<file path="src/rtl/smu_pkg.sv">
// Shared types and sizing helpers for the SMU configuration loader.
package smu_pkg;

  typedef enum logic [1:0] {
    IDLE  = 2'd0,
    LOAD  = 2'd1,
    CHECK = 2'd2,
    ARMED = 2'd3
  } smu_cfg_state_e;

  // RegCmpSelect encodings; 2'b11 also means equality.
  localparam logic [1:0] CMP_EQ = 2'b00;
  localparam logic [1:0] CMP_LT = 2'b01;
  localparam logic [1:0] CMP_GT = 2'b10;

  function automatic int unsigned smu_clog2_min1(input int unsigned v);
    if (v <= 2) return 1;
    return $clog2(v);
  endfunction

  function automatic int unsigned smu_nseg(input int unsigned k, input int unsigned seg);
    return (k + seg - 1) / seg;
  endfunction

  function automatic int unsigned smu_cfg_w(input int unsigned n, input int unsigned k,
                                            input int unsigned seg);
    return smu_clog2_min1(smu_nseg(k, seg)) + 2 * seg + 2 + smu_clog2_min1(n);
  endfunction

endpackage

</file>
<file path="src/rtl/smu_cfg_shreg.sv">
// Indexed bit-capture register for the config shadow, with a running XOR of every
// accepted bit (including bits whose index lies beyond the stored width).
module smu_cfg_shreg #(
  parameter int unsigned W     = 8,
  parameter int unsigned IDX_W = 4
) (
  input  logic             clk,
  input  logic             rst,
  input  logic             clr,
  input  logic             we,
  input  logic [IDX_W-1:0] idx,
  input  logic             d,
  output logic [W-1:0]     q,
  output logic             par
);

  logic [W-1:0] q_d;

  always_comb begin
    q_d = q;
    if (we) begin
      for (int i = 0; i < W; i++) begin
        if (idx == IDX_W'(i)) q_d[i] = d;
      end
    end
  end

  always_ff @(posedge clk or posedge rst) begin
    if (rst) begin
      q   <= '0;
      par <= 1'b0;
    end else if (clr) begin
      q   <= '0;
      par <= 1'b0;
    end else if (we) begin
      q   <= q_d;
      par <= par ^ d;
    end
  end

endmodule

</file>
<file path="src/rtl/smu_cfg_loader.sv">
// Serial config loader for one SMU: captures a parity-protected frame, commits it
// atomically to the Reg* outputs, arms SmuEn and counts triggers while armed.
module smu_cfg_loader
  import smu_pkg::*;
#(
  parameter int unsigned N                = 2,
  parameter int unsigned K                = 4,
  parameter int unsigned SMU_SEGMENT_SIZE = 64,
  parameter int unsigned TRIG_CNT_W       = 8,
  localparam int unsigned SEG     = SMU_SEGMENT_SIZE,
  localparam int unsigned ST_W    = smu_clog2_min1(N),
  localparam int unsigned SEL_W   = smu_clog2_min1(smu_nseg(K, SMU_SEGMENT_SIZE)),
  localparam int unsigned CFG_W   = smu_cfg_w(N, K, SMU_SEGMENT_SIZE),
  localparam int unsigned FRAME_W = CFG_W + 1,
  localparam int unsigned CNT_W   = $clog2(FRAME_W + 1)
) (
  input  logic                  clk,
  input  logic                  rst,
  input  logic                  cfg_start,
  input  logic                  cfg_abort,
  input  logic                  cfg_valid,
  input  logic                  cfg_data,
  output logic                  cfg_ready,
  input  logic                  smu_trigger,
  output logic [SEL_W-1:0]      RegInpSel,
  output logic [SEG-1:0]        RegCmpMask,
  output logic [SEG-1:0]        RegCmp,
  output logic [1:0]            RegCmpSelect,
  output logic [ST_W-1:0]       RegFsmCmp,
  output logic                  SmuEn,
  output logic                  cfg_done,
  output logic                  cfg_err,
  output logic [TRIG_CNT_W-1:0] trig_count
);

  localparam int unsigned OFS_MASK = SEL_W;
  localparam int unsigned OFS_CMP  = SEL_W + SEG;
  localparam int unsigned OFS_CSEL = SEL_W + 2 * SEG;
  localparam int unsigned OFS_FSM  = SEL_W + 2 * SEG + 2;

  smu_cfg_state_e   state_q, state_d;
  logic [CNT_W-1:0] cnt_q;
  logic [CFG_W-1:0] shadow;
  logic             shadow_par;
  logic             enter_load;
  logic             accept;
  logic             last_bit;
  logic             par_ok;

  assign cfg_ready = (state_q == LOAD);
  assign last_bit  = (cnt_q == CNT_W'(FRAME_W - 1));
  assign par_ok    = ~shadow_par;

  smu_cfg_shreg #(
    .W     (CFG_W),
    .IDX_W (CNT_W)
  ) u_shreg (
    .clk (clk),
    .rst (rst),
    .clr (enter_load),
    .we  (accept),
    .idx (cnt_q),
    .d   (cfg_data),
    .q   (shadow),
    .par (shadow_par)
  );

  // Abort dominates start everywhere; both are ignored during the CHECK cycle.
  always_comb begin
    state_d    = state_q;
    enter_load = 1'b0;
    accept     = 1'b0;
    unique case (state_q)
      IDLE: begin
        if (cfg_start && !cfg_abort) begin
          state_d    = LOAD;
          enter_load = 1'b1;
        end
      end
      LOAD: begin
        if (cfg_abort) begin
          state_d = IDLE;
        end else if (cfg_start) begin
          enter_load = 1'b1;
        end else if (cfg_valid) begin
          accept = 1'b1;
          if (last_bit) state_d = CHECK;
        end
      end
      CHECK: begin
        state_d = par_ok ? ARMED : IDLE;
      end
      ARMED: begin
        if (cfg_abort) begin
          state_d = IDLE;
        end else if (cfg_start) begin
          state_d    = LOAD;
          enter_load = 1'b1;
        end
      end
      default: state_d = IDLE;
    endcase
  end

  always_ff @(posedge clk or posedge rst) begin
    if (rst) begin
      state_q      <= IDLE;
      cnt_q        <= '0;
      RegInpSel    <= '0;
      RegCmpMask   <= '0;
      RegCmp       <= '0;
      RegCmpSelect <= '0;
      RegFsmCmp    <= '0;
      SmuEn        <= 1'b0;
      cfg_done     <= 1'b0;
      cfg_err      <= 1'b0;
      trig_count   <= '0;
    end else begin
      state_q  <= state_d;
      SmuEn    <= (state_d == ARMED);
      cfg_done <= (state_d == ARMED);

      if (enter_load) begin
        cnt_q <= '0;
      end else if (accept) begin
        cnt_q <= cnt_q + 1'b1;
      end

      // Reg* only ever change here, so SmuEn never sees a partially loaded field.
      if (state_q == CHECK) begin
        if (par_ok) begin
          RegInpSel    <= shadow[0 +: SEL_W];
          RegCmpMask   <= shadow[OFS_MASK +: SEG];
          RegCmp       <= shadow[OFS_CMP +: SEG];
          RegCmpSelect <= shadow[OFS_CSEL +: 2];
          RegFsmCmp    <= shadow[OFS_FSM +: ST_W];
        end else begin
          cfg_err <= 1'b1;
        end
      end

      if (enter_load) begin
        cfg_err    <= 1'b0;
        trig_count <= '0;
      end else if (state_q == ARMED && smu_trigger && trig_count != '1) begin
        trig_count <= trig_count + 1'b1;
      end
    end
  end

endmodule

</file>
<file path="config.mk">
export PLATFORM = sky130hd
export DESIGN_NAME = smu_cfg_loader
export DESIGN_NICKNAME = d
export VERILOG_FILES = /design/src/rtl/smu_pkg.sv /design/src/rtl/smu_cfg_shreg.sv /design/src/rtl/smu_cfg_loader.sv
export SDC_FILE = /design/constraint.sdc
export NUM_CORES = 1
export LEC_CHECK = 0
export ABC_AREA = 1
export BUFFER_PORTS_ARGS = -buffer_cell sky130_fd_sc_hd__buf_2
export CORE_MARGIN = 4
export CORE_UTILIZATION = 30
export DETAILED_ROUTE_END_ITERATION = 12
export PLACE_DENSITY = 0.5
export SLEW_MARGIN = 30
export SYNTH_ARGS = -nofsm -noshare
export SYNTH_HDL_FRONTEND = slang
export SYNTH_SLANG_ARGS = --single-unit
</file>
<file path="constraint.sdc">
create_clock -name clk -period 11.9 [get_ports clk]
set_input_delay 1.785 -clock clk [delete_from_list [all_inputs] [get_ports clk]]
set_output_delay 1.785 -clock clk [all_outputs]
set_load 0.02 [all_outputs]
</file>
==> impl_results.md, run 1 <==
- Worst min path class: flop to flop
- Post-CTS setup repair buffer count: 0
- Pin count of the biggest net entering global routing: 120
- Initial antenna violation count: 0
- Syn Nets: 1,877
- Setup Skew: 0.01834 ns
- TritonCTS Buffers: 35
- CP Launch Point: cfg_abort
- Distinct cells, synth: 25
- Post-DR wirelength/cell: 16.56 um
- Clock latency on the worst-skew pair: 0.53 ns
- Worst setup margin: 7.914 ns
- Min Tclk post-route: 3.986 ns
- Num rows: 78
- Total gr overflow: 0
- DR vias: 12,147
- P&R area growth vs syn: 15.36%
- DRT Wirelength: 42.41 mm
- Nets: 1,948
- Psw: 0.5110 mW
- RSZ-0062 raised after global routing: false
- Worst slew pin tran: 0.9209 ns
- Initial Utilization: 30.60%
- Crit. End Element: flop
- Placed cells: 2,499
- MaxCap Viol Count: 0
- Critical Path AT: 4.40 ns
- Ys Warns: 0
- WP buf/inv: 3
- Post-synthesis sequential area ratio: 51.03%
- Post-DP HPWL: 26.00 mm
- Io pins: 151
- Synth area leaders: dfrtp_1 (51%), nand2_1 (21%), nand3_1 (7.4%)
- Sw Ratio: 23.99%
- GRT Overall Usage: 16.90%
- Chip Width: 223.8 um
- Crit-path max FO: 71
- Final Power: 2.130 mW
- Final cell count without fillers: 2,561
- Sink Count: 285
- CTS root buffer: clkbuf_16
- CP Launch Type: input pin
- Longest Clk Path Bufs: 3
- Pre-CTS setup slack: 7.386 ns
- Syn Area/Cell: 7.494 um2
- Drt drc: 0
- H-Tree Level Count: 2
- Core ar.: 0.04567 mm2
- Final setup fails: 0
- Rel. slew slack: 38.54%
- Number of global-route vias before repair: 11,868
- Max rail drop VDD: 0.07944 mV
- Tcrit/Tclk final: 33.50%
- Fin. Hold Viols: 0
- Hold Slack: 0.4602 ns
- Flop pwr share: 46.2%
- Setup TNS: 0 ns
- Post-synth top area cell: dfrtp_1
- Peak Freq: 250.9 MHz
- Cells after synthesis: 1,865
- Logic gate share of total power: 4.3%
- Placed cell area: 0.01499 mm2
- Fin util: 35.30%
- Area of the die: 0.05010 mm2
- CP top delay family: simple AND/OR/NAND/NOR gates
- Static Leak: 9.068 nW
- Layout cell share with drive strength beyond 1: 12.95%
- Final Slew Violations: 0
- Crit-path max cell delay: 0.76 ns
- Hold path start: RegCmpMask[7]$_DFFE_PP0P_
- CTS tree: built
- Via density: 4.743
- Area share of the largest cell type after synthesis: 51.03%
- Synthesized flop and latch total: 285
- P_int: 1.619 mW
- Post-CTS Resized: 0
- Antenna viol nets, final: 0
- Clock Power Share: 49.5%
- GPL Wtd Cong: 0.7766
- First-pass GRT wire length: 68.71 mm
- TritonRoute pass-1 iters: 5
- Crit-path slowest cell: buf_4
- Power per standard cell area: 132.1 mW/mm2
- Status: complete, no violations
- Crit-path cells: buf_2 -> nor2_1 -> nand2_4 -> nand2_4 -> buf_4 -> nand4_1 -> nand2_1 -> inv_1
- CP most frequent cell: nand2_4
- Syn Std Cell Area: 0.01398 mm2
- N_diodes: 0
- CP Class: input pin to flop
- CTS clk-pin slew, worst paths: 0.06 ns
- Vert. Die Dim: 223.8 um
- RR Startpoint: state_q[0]$_DFF_PP0_
- Hold bufs inserted after CTS: 0
- I/O Buffers: 150
- Post-route cell area: 0.01612 mm2
- DR iter-0 viols: 953
- Critical Path RT: 12.32 ns
Yosys cell counts, drive strengths merged:
cell / number
nand2: 798
dfrtp: 285
nand3: 206
inv: 166
buf: 91
nor2: 88
nand4: 86
o21ai: 85
clkbuf: 37
nand3b: 7
ha: 5
xor2: 4
clkinv: 3
a21oi: 1
nor3: 1
o31ai: 1
or2: 1
sequential cells by signal, indices dropped and copies added (netlist names):
name,cells
trig_count,8
RegCmp,64
RegCmpMask,64
RegCmpSelect,2
state_q,2
RegFsmCmp,1
u_shreg.q,132
u_shreg.par,1
cnt_q,8
cfg_err,1
RegInpSel,1
cfg_done,1
routing by layer:
layer / wire [um] / share of wire, % / GRT usage, % / vias to the layer above
li1: - / - / - / 6012
met1: 19620 / 46 / 23.80 / 5806
met2: 19280 / 45 / 26.43 / 274
met3: 2546 / 6.0 / 3.905 / 55
met4: 968 / 2.3 / 4.395 / 0
met5: 0 / 0 / 0 / -
final cells by class:
type | count | area, um2
fillers | 4907 | 29550
flip-flops and latches | 285 | 7132
multi-input cells | 1283 | 5612
clock buffers | 55 | 1051
repair buffers | 162 | 863.3
well taps | 600 | 750.7
inverters | 169 | 646.9
clock inverters | 7 | 67.56
worst paths after layout:
check | slack (ns) | end | cells past startpoint
hold reg to reg | 0.46 | RegCmpMask[7]$_DFFE_PP0P_ | 2
hold / removal | 0.46 | RegCmpMask[7]$_DFFE_PP0P_ | 2
max in group asynchronous | 8.60 | RegCmpMask[43]$_DFFE_PP0P_ | 4
setup / recovery | 7.91 | u_shreg.q[122]$_DFFE_PP0P_ | 8
setup reg to reg | 8.84 | u_shreg.q[122]$_DFFE_PP0P_ | 8
min in group asynchronous | 1.36 | RegCmpMask[19]$_DFFE_PP0P_ | 2
worst min-delay path, stage by stage (launching register included):
cell	delay, ns
dfrtp_1	0.33
nand2_1	0.05
nand2_1	0.04
layout by cell type (no fill, tap or decap), types with 6 or more instances in the layout:
cell type | synthesis | layout
dfrtp_1 | 285 | 285
inv_1 | 159 | 158
clkbuf_8 | 0 | 10
clkbuf_1 | 37 | 10
o21ai_1 | 23 | 23
buf_4 | 5 | 6
nor2_1 | 71 | 68
nor2_2 | 14 | 15
clkbuf_16 | 0 | 35
o21ai_0 | 62 | 62
nand3b_1 | 7 | 7
nand3_1 | 206 | 206
nand2_2 | 9 | 8
nand2_1 | 789 | 787
buf_6 | 6 | 6
nand4_1 | 86 | 86
buf_2 | 73 | 150
kinds of logic (layout without fill, tap and decap cells):
| logic type | after synthesis | count (layout) | synth area share, % |
|---|---|---|---|
| flops | 285 | 285 | 51.03 |
| xor+xnor | 4 | 4 | 0.2506 |
| fa+ha+maj | 5 | 5 | 0.4476 |
| buf+inv | 297 | 393 | 9.087 |
| simple gates | 1187 | 1187 | 36.05 |
| compound gates | 87 | 87 | 3.133 |
power groups by stage:
stage	Sequential [mW]	Clock (mW)	Combinational [mW]
finish	0.983	1.05	0.0924
global route	0.984	1.13	0.105
CTS	0.983	1.09	0.0945
detailed placement	1.00	0	0.0945
global placement	1.00	0	0.0930
floorplan	1.00	0	0.0628
No activity file was read; power rests on OpenSTA's default activity.
==> run 2: changes to the inputs <==
- clock period: 11.9 -> 4 ns (I/O delays scaled with it)
==> run 2 against run 1 <==
  * Cell area rose by 1.4%
  * Sequential power grew to 3.0 times the previous value
  * Clock power grew to 3.3 times the previous value
  * Global-route usage fell by 0.29 points
  * Critical path depth unchanged
  * Combinational power grew to 3.0 times the previous value
  * Critical endpoint is now u_shreg.q[20]$_DFFE_PP0P_
  * Largest cell class unchanged
==> impl_results.md, run 2 (synthesis gave the netlist of run 1 again) <==
- Setup Skew: 0.009739 ns (was 0.01834 ns)
- Multi-input logic area: 0.005607 mm2 (was 0.005612 mm2)
- Crit-path max FO: 78 (was 71)
- Vert. Die Dim: 223.8 um (unchanged)
- Sw Ratio: 23.22% (was 23.99%)
- Initial Utilization: 30.60% (unchanged)
- RSZ-0062 raised after global routing: false (unchanged)
- Static Leak: 9.176 nW (was 9.068 nW)
- CTS tree: built (unchanged)
- Post-CTS Resized: 0 (unchanged)
- CP Launch Type: flop (was input pin)
- Initial antenna violation count: 1 (was 0)
- DR vias: 12,099 (was 12,147)
- Area of the die: 0.05010 mm2 (unchanged)
- Antenna viol nets, final: 0 (unchanged)
- Worst setup margin: 1.521 ns (was 7.914 ns)
- Min Tclk post-route: 2.479 ns
- Status: complete, no violations (unchanged)
- MaxCap Viol Count: 0 (unchanged)
- Pre-CTS setup slack: 1.233 ns (was 7.386 ns)
- Hold path start: cfg_start (was RegCmpMask[7]$_DFFE_PP0P_)
- First-pass GRT wire length: 67.56 mm (was 68.71 mm)
- Layout cell share with drive strength beyond 1: 13.28% (was 12.95%)
- Final Power: 6.649 mW (was 2.130 mW)
- Logic gate share of total power: 4.2% (was 4.3%)
- Flop pwr share: 44.0% (was 46.2%)
- Post-CTS setup repair buffer count: 0 (unchanged)
- H-Tree Level Count: 2 (unchanged)
- Max reg flops: 132 (unchanged)
- CP Class: flop to flop (was input pin to flop)
- Final Slew Violations: 0 (unchanged)
- Register area: 0.007132 mm2 (unchanged)
- Post-DP HPWL: 25.98 mm (was 26.00 mm)
- Hold Slack: 0.3163 ns (was 0.4602 ns)
- Worst min path class: input pin to flop (was flop to flop)
- Worst r2r path cells: 8 (unchanged)
- Longest Clk Path Bufs: 3 (unchanged)
- TritonCTS Buffers: 35 (unchanged)
- Clock Power Share: 51.8% (was 49.5%)
- R2r setup slk: 1.52 ns (was 8.84 ns)
- Clock latency on the worst-skew pair: 0.54 ns (was 0.53 ns)
- DRT Wirelength: 41.76 mm (was 42.41 mm)
- CTS root buffer: clkbuf_16 (unchanged)
- Io pins: 151 (unchanged)
- CTS clk-pin slew, worst paths: 0.06 ns (about the same)
- Psw: 1.544 mW (was 0.5110 mW)
- Number of global-route vias before repair: 11,734 (was 11,868)
- Pin count of the biggest net entering global routing: 185 (was 120)
- Top reg by flops: u_shreg.q (unchanged)
- Core ar.: 0.04567 mm2 (unchanged)
- # fillers: 4,934 (was 4,907)
- Sink Count: 285 (unchanged)
- Hold path cells: 2 (unchanged)
- Via density: 4.715 (was 4.743)
- FF-to-FF End: u_shreg.q[20]$_DFFE_PP0P_ (was u_shreg.q[122]$_DFFE_PP0P_)
- Crit. End Element: flop (unchanged)
- Most common cell after layout, fill and taps aside: nand2_1 (unchanged)
- Chip Width: 223.8 um (unchanged)
- Max rail drop VDD: 0.2997 mV (was 0.07944 mV)
- Rel. slew slack: 37.70% (was 38.54%)
- Hold EP: cfg_done$_DFF_PP0_ (was RegCmpMask[7]$_DFFE_PP0P_)
- Peak Freq: 403.5 MHz
- Num rows: 78 (unchanged)
- GRT Overall Usage: 16.61% (was 16.90%)
- Worst slew pin tran: 0.9345 ns (was 0.9209 ns)
- RR Startpoint: state_q[0]$_DFF_PP0_ (unchanged)
- P&R area growth vs syn: 16.96% (was 15.36%)
- Most frequent cells in the layout: nand2_1 (787), dfrtp_1 (285), nand3_1 (206), inv_1 (158), buf_2 (150) (unchanged)
- Critical Path RT: 4.43 ns (was 12.32 ns)
- Power per standard cell area: 406.8 mW/mm2 (was 132.1 mW/mm2)
- Tcrit/Tclk final: 61.96%
- I/O Buffers: 150 (unchanged)
- Nets: 1,952 (was 1,948)
- Post-DR wirelength/cell: 16.28 um (was 16.56 um)
- Setup TNS: 0 ns (unchanged)
- Fin. Hold Viols: 0 (unchanged)
- N_diodes: 0 (unchanged)
- GPL Wtd Cong: 0.8065 (was 0.7766)
- Drt drc: 0 (unchanged)
- DR iter-0 viols: 928 (was 953)
- P_int: 5.105 mW (was 1.619 mW)
- Total gr overflow: 0 (unchanged)
- TritonRoute pass-1 iters: 5 (unchanged)
- Final setup fails: 0 (unchanged)
- Critical Path AT: 2.90 ns (was 4.40 ns)
- Largest regs: u_shreg.q (132), RegCmpMask (64), RegCmp (64) (unchanged)
[run 2: area by class of cell]
class | instances | area share [%]
sequential | 285 | 43.63
multi-input combinational | 1283 | 34.30
timing repair buffer | 166 | 5.871
clock inverter | 10 | 0.9645
inverter | 169 | 3.934
tap | 600 | 4.593
clock buffer | 53 | 6.705
[run 2: metrics by stage]
step	instances	instance area [um2]	util, %
floorplan	1865	13980	-
global placement	2501	15050	32.94
detailed placement	2502	15080	33.02
CTS	2566	16350	35.79
global route	2566	16350	35.79
finish	2566	16350	35.79
[run 2: layer usage]
layer	vias to the layer above	part of all wire (%)	global-route usage, %
met4	2	2.3	4.076
met1	5778	47	23.42
met2	239	46	26.41
met3	54	5.0	3.368
li1	6026	-	-
met5	-	0.031	0
[run 2: worst max-delay path, stage by stage, from the launching register on]
cell,delay [ns]
dfrtp_1,0.40
inv_1,0.08
nand2_1,0.22
nand2_4,0.32
nand2_4,0.56
buf_12,0.38
nand4_1,0.15
nand2_1,0.11
inv_1,0.04
[run 2: how the worst max path moves through the flow]
stage | startpoint | to | slack [ns] | cells past startpoint
CTS | state_q[0]$_DFF_PP0_ | u_shreg.q[48]$_DFFE_PP0P_ | 1.50 | 8
global placement | cfg_abort | u_shreg.q[28]$_DFFE_PP0P_ | 1.25 | 8
global route | state_q[0]$_DFF_PP0_ | u_shreg.q[23]$_DFFE_PP0P_ | 1.29 | 8
detailed placement | cfg_abort | u_shreg.q[20]$_DFFE_PP0P_ | 1.23 | 8
floorplan | rst | RegCmpMask[0]$_DFFE_PP0P_ | -0.38 | 1
finish | state_q[0]$_DFF_PP0_ | u_shreg.q[20]$_DFFE_PP0P_ | 1.52 | 8
[run 2: what timing repair did]
| item | 4_1_cts | 5_1_grt |
|---|---|---|
| hold buffers | 1 | 0 |
| endpoints found under the setup margin | 0 | 0 |
| endpoints found under the hold margin | 3 | 0 |
[run 2: power by group through the flow]
stage	combinational [mW]	clock (mW)	sequential, mW
global placement	0.283	0	2.98
floorplan	0.187	0	2.98
finish	0.279	3.44	2.93
CTS	0.289	3.54	2.93
global route	0.314	3.66	2.93
detailed placement	0.288	0	2.98
==> run 3: changes to the inputs <==
- clock period: 4 -> 2.3 ns (I/O delays scaled with it)
==> run 3 against run 2 <==
  * Cell area grew 0.85%
  * Via count increased by 0.50%
  * Worst hold slack worse by 0.25 ns
==> impl_results.md, run 3 (synthesis gave the netlist of run 1 again) <==
- Crit-path max cell delay: 0.63 ns (was 0.56 ns)
- DR vias: 12,160 (was 12,099)
- Status: complete, no violations (unchanged)
- Antenna viol nets, final: 0 (unchanged)
- Initial antenna violation count: 1 (unchanged)
- Hold Slack: 0.06159 ns (was 0.3163 ns)
- Static Leak: 9.268 nW (was 9.176 nW)
- MaxCap Viol Count: 0 (unchanged)
- DR iter-0 viols: 1,004 (was 928)
- Power per standard cell area: 668.8 mW/mm2 (was 406.8 mW/mm2)
- Min Tclk post-route: 2.054 ns (was 2.479 ns)
- Top reg by flops: u_shreg.q (unchanged)
- TritonRoute pass-1 iters: 5 (unchanged)
- Initial Utilization: 30.60% (unchanged)
- GPL Wtd Cong: 0.7938 (was 0.8065)
- DRT Wirelength: 42.66 mm (was 41.76 mm)
- Tcrit/Tclk final: 89.31% (was 61.96%)
- Worst setup margin: 0.2459 ns (was 1.521 ns)
- Placed cell area: 0.01536 mm2 (was 0.01508 mm2)
- Crit-path slowest cell: buf_4 (was nand2_4)
- Most common cell after layout, fill and taps aside: nand2_1 (unchanged)
- Area of the die: 0.05010 mm2 (unchanged)
- CP most frequent cell: nand2_1
- Vert. Die Dim: 223.8 um (unchanged)
- Max reg flops: 132 (unchanged)
- Max rail drop VDD: 0.3718 mV (was 0.2997 mV)
- Crit-path max FO: 64 (was 78)
- Pin count of the biggest net entering global routing: 136 (was 185)
- TritonCTS Buffers: 35 (unchanged)
- Io pins: 151 (unchanged)
- Post-DR wirelength/cell: 16.47 um (was 16.28 um)
- Largest regs: u_shreg.q (132), RegCmpMask (64), RegCmp (64) (unchanged)
- P&R area growth vs syn: 17.95% (was 16.96%)
- Core ar.: 0.04567 mm2 (unchanged)
- Most frequent cells in the layout: nand2_1 (787), dfrtp_1 (285), nand3_1 (206), inv_1 (158), buf_2 (150) (unchanged)
- CTS root buffer: clkbuf_16 (unchanged)
- Post-CTS setup repair buffer count: 0 (unchanged)
- Fin. Hold Viols: 0 (unchanged)
- H-Tree Level Count: 2 (unchanged)
- Sink Count: 285 (unchanged)
- Worst min path class: input pin to flop (unchanged)
- Number of global-route vias before repair: 11,943 (was 11,734)
- I/O Buffers: 150 (unchanged)
- Final Power: 11.02 mW (was 6.649 mW)
- Total gr overflow: 0 (unchanged)
- Post-route cell area: 0.01648 mm2 (was 0.01635 mm2)
- Worst slew pin tran: 0.7318 ns (was 0.9345 ns)
- Chip Width: 223.8 um (unchanged)
- Nets: 1,980 (was 1,952)
- CTS clk-pin slew, worst paths: 0.06 ns (about the same)
- # fillers: 4,816 (was 4,934)
- Crit-path cells: inv_1 -> nand2_1 -> inv_4 -> nand2_4 -> buf_4 -> nand2_1 -> nand2_1 (was inv_1 -> nand2_1 -> nand2_4 -> nand2_4 -> buf_12 -> nand4_1 -> nand2_1 -> inv_1)
- Critical Path RT: 2.75 ns (was 4.43 ns)
- CTS tree: built (unchanged)
- Peak Freq: 486.8 MHz (was 403.5 MHz)
- RSZ-0062 raised after global routing: false (unchanged)
- Clock latency on the worst-skew pair: 0.54 ns (about the same)
- Via density: 4.693 (was 4.715)
- Layout cell share with drive strength beyond 1: 14.36% (was 13.28%)
- CP Class: flop to flop (unchanged)
- Final setup fails: 0 (unchanged)
- First-pass GRT wire length: 69.14 mm (was 67.56 mm)
- Setup Skew: 0.02449 ns (was 0.009739 ns)
- Crit. End Element: flop (unchanged)
- CP Launch Type: flop (unchanged)
- Num rows: 78 (unchanged)
- GRT Overall Usage: 16.99% (was 16.61%)
- Longest Clk Path Bufs: 3 (unchanged)
- Pre-CTS setup slack: 0.2812 ns (was 1.233 ns)
- Rel. slew slack: 51.10% (was 37.70%)
- N_diodes: 0 (unchanged)
- Critical Path AT: 2.51 ns (was 2.90 ns)
- Post-DP HPWL: 26.45 mm (was 25.98 mm)
- Final Slew Violations: 0 (unchanged)
- Drt drc: 0 (unchanged)
-- run 3: where the power goes --
group | internal, mW | total (mW) | switching [mW] | leakage [nW]
clock network | 3.20 | 5.40 | 2.20 | 0.548
registers | 5.06 | 5.09 | 0.0307 | 3.97
logic | 0.111 | 0.533 | 0.422 | 4.75
total | 8.37 | 11.0 | 2.66 | 9.27
-- run 3: per-layer routing --
metal  wire length, um  share of wire, %  vias up  global-route usage [%]
li1                  -                 -     6082                       -
met1             20090                47     5785                   23.50
met2             19480                46      233                   27.49
met3              2159               5.1       58                   3.578
met4               909               2.1        2                   4.116
met5                20             0.047        -                       0
-- run 3: final timing paths --
| path | from | endpoint | slack [ns] | cells after the start |
|---|---|---|---|---|
| worst max register to register | state_q[0]$_DFF_PP0_ | RegCmpSelect[1]$_DFFE_PP0P_ | 0.25 | 7 |
| max in group asynchronous | rst | u_shreg.q[70]$_DFFE_PP0P_ | 1.07 | 5 |
| min in group asynchronous | rst | u_shreg.q[18]$_DFFE_PP0P_ | 0.33 | 3 |
| worst max-delay path | state_q[0]$_DFF_PP0_ | RegCmpSelect[1]$_DFFE_PP0P_ | 0.25 | 7 |
| worst min-delay path | cfg_start | cfg_done$_DFF_PP0_ | 0.06 | 2 |
| worst min register to register | RegCmp[56]$_DFFE_PP0P_ | RegCmp[56]$_DFFE_PP0P_ | 0.46 | 2 |
-- run 3: stage by stage --
step                cells  utilization (%)  setup TNS (ns)
CTS                  2591            36.09               0
global placement     2530            33.64               0
global route         2591            36.09               0
floorplan            1865                -         -519.34
finish               2591            36.09               0
detailed placement   2530            33.64               0
-- run 3: final cells by class --
| cell class | instances | area, um2 | area share [%] |
|---|---|---|---|
| sequential | 285 | 7132 | 43.26 |
| multi-input combinational | 1283 | 5602 | 33.98 |
| timing repair buffer | 194 | 1246 | 7.560 |
| clock buffer | 49 | 1018 | 6.178 |
| tap | 600 | 750.7 | 4.554 |
| inverter | 169 | 643.1 | 3.901 |
| clock inverter | 11 | 92.59 | 0.5617 |
-- run 3: repair_timing --
action,CTS,global route
hold endpoints to repair,5,0
hold buffers,1,0
gates resized for setup,0,0
-- run 3: critical path, delay by kind of cell, from the launching register on --
family                 cells  cell delay (ns)
buffers and inverters      3             0.77
flip-flops                 1             0.41
AND/OR/NAND/NOR            4             0.69
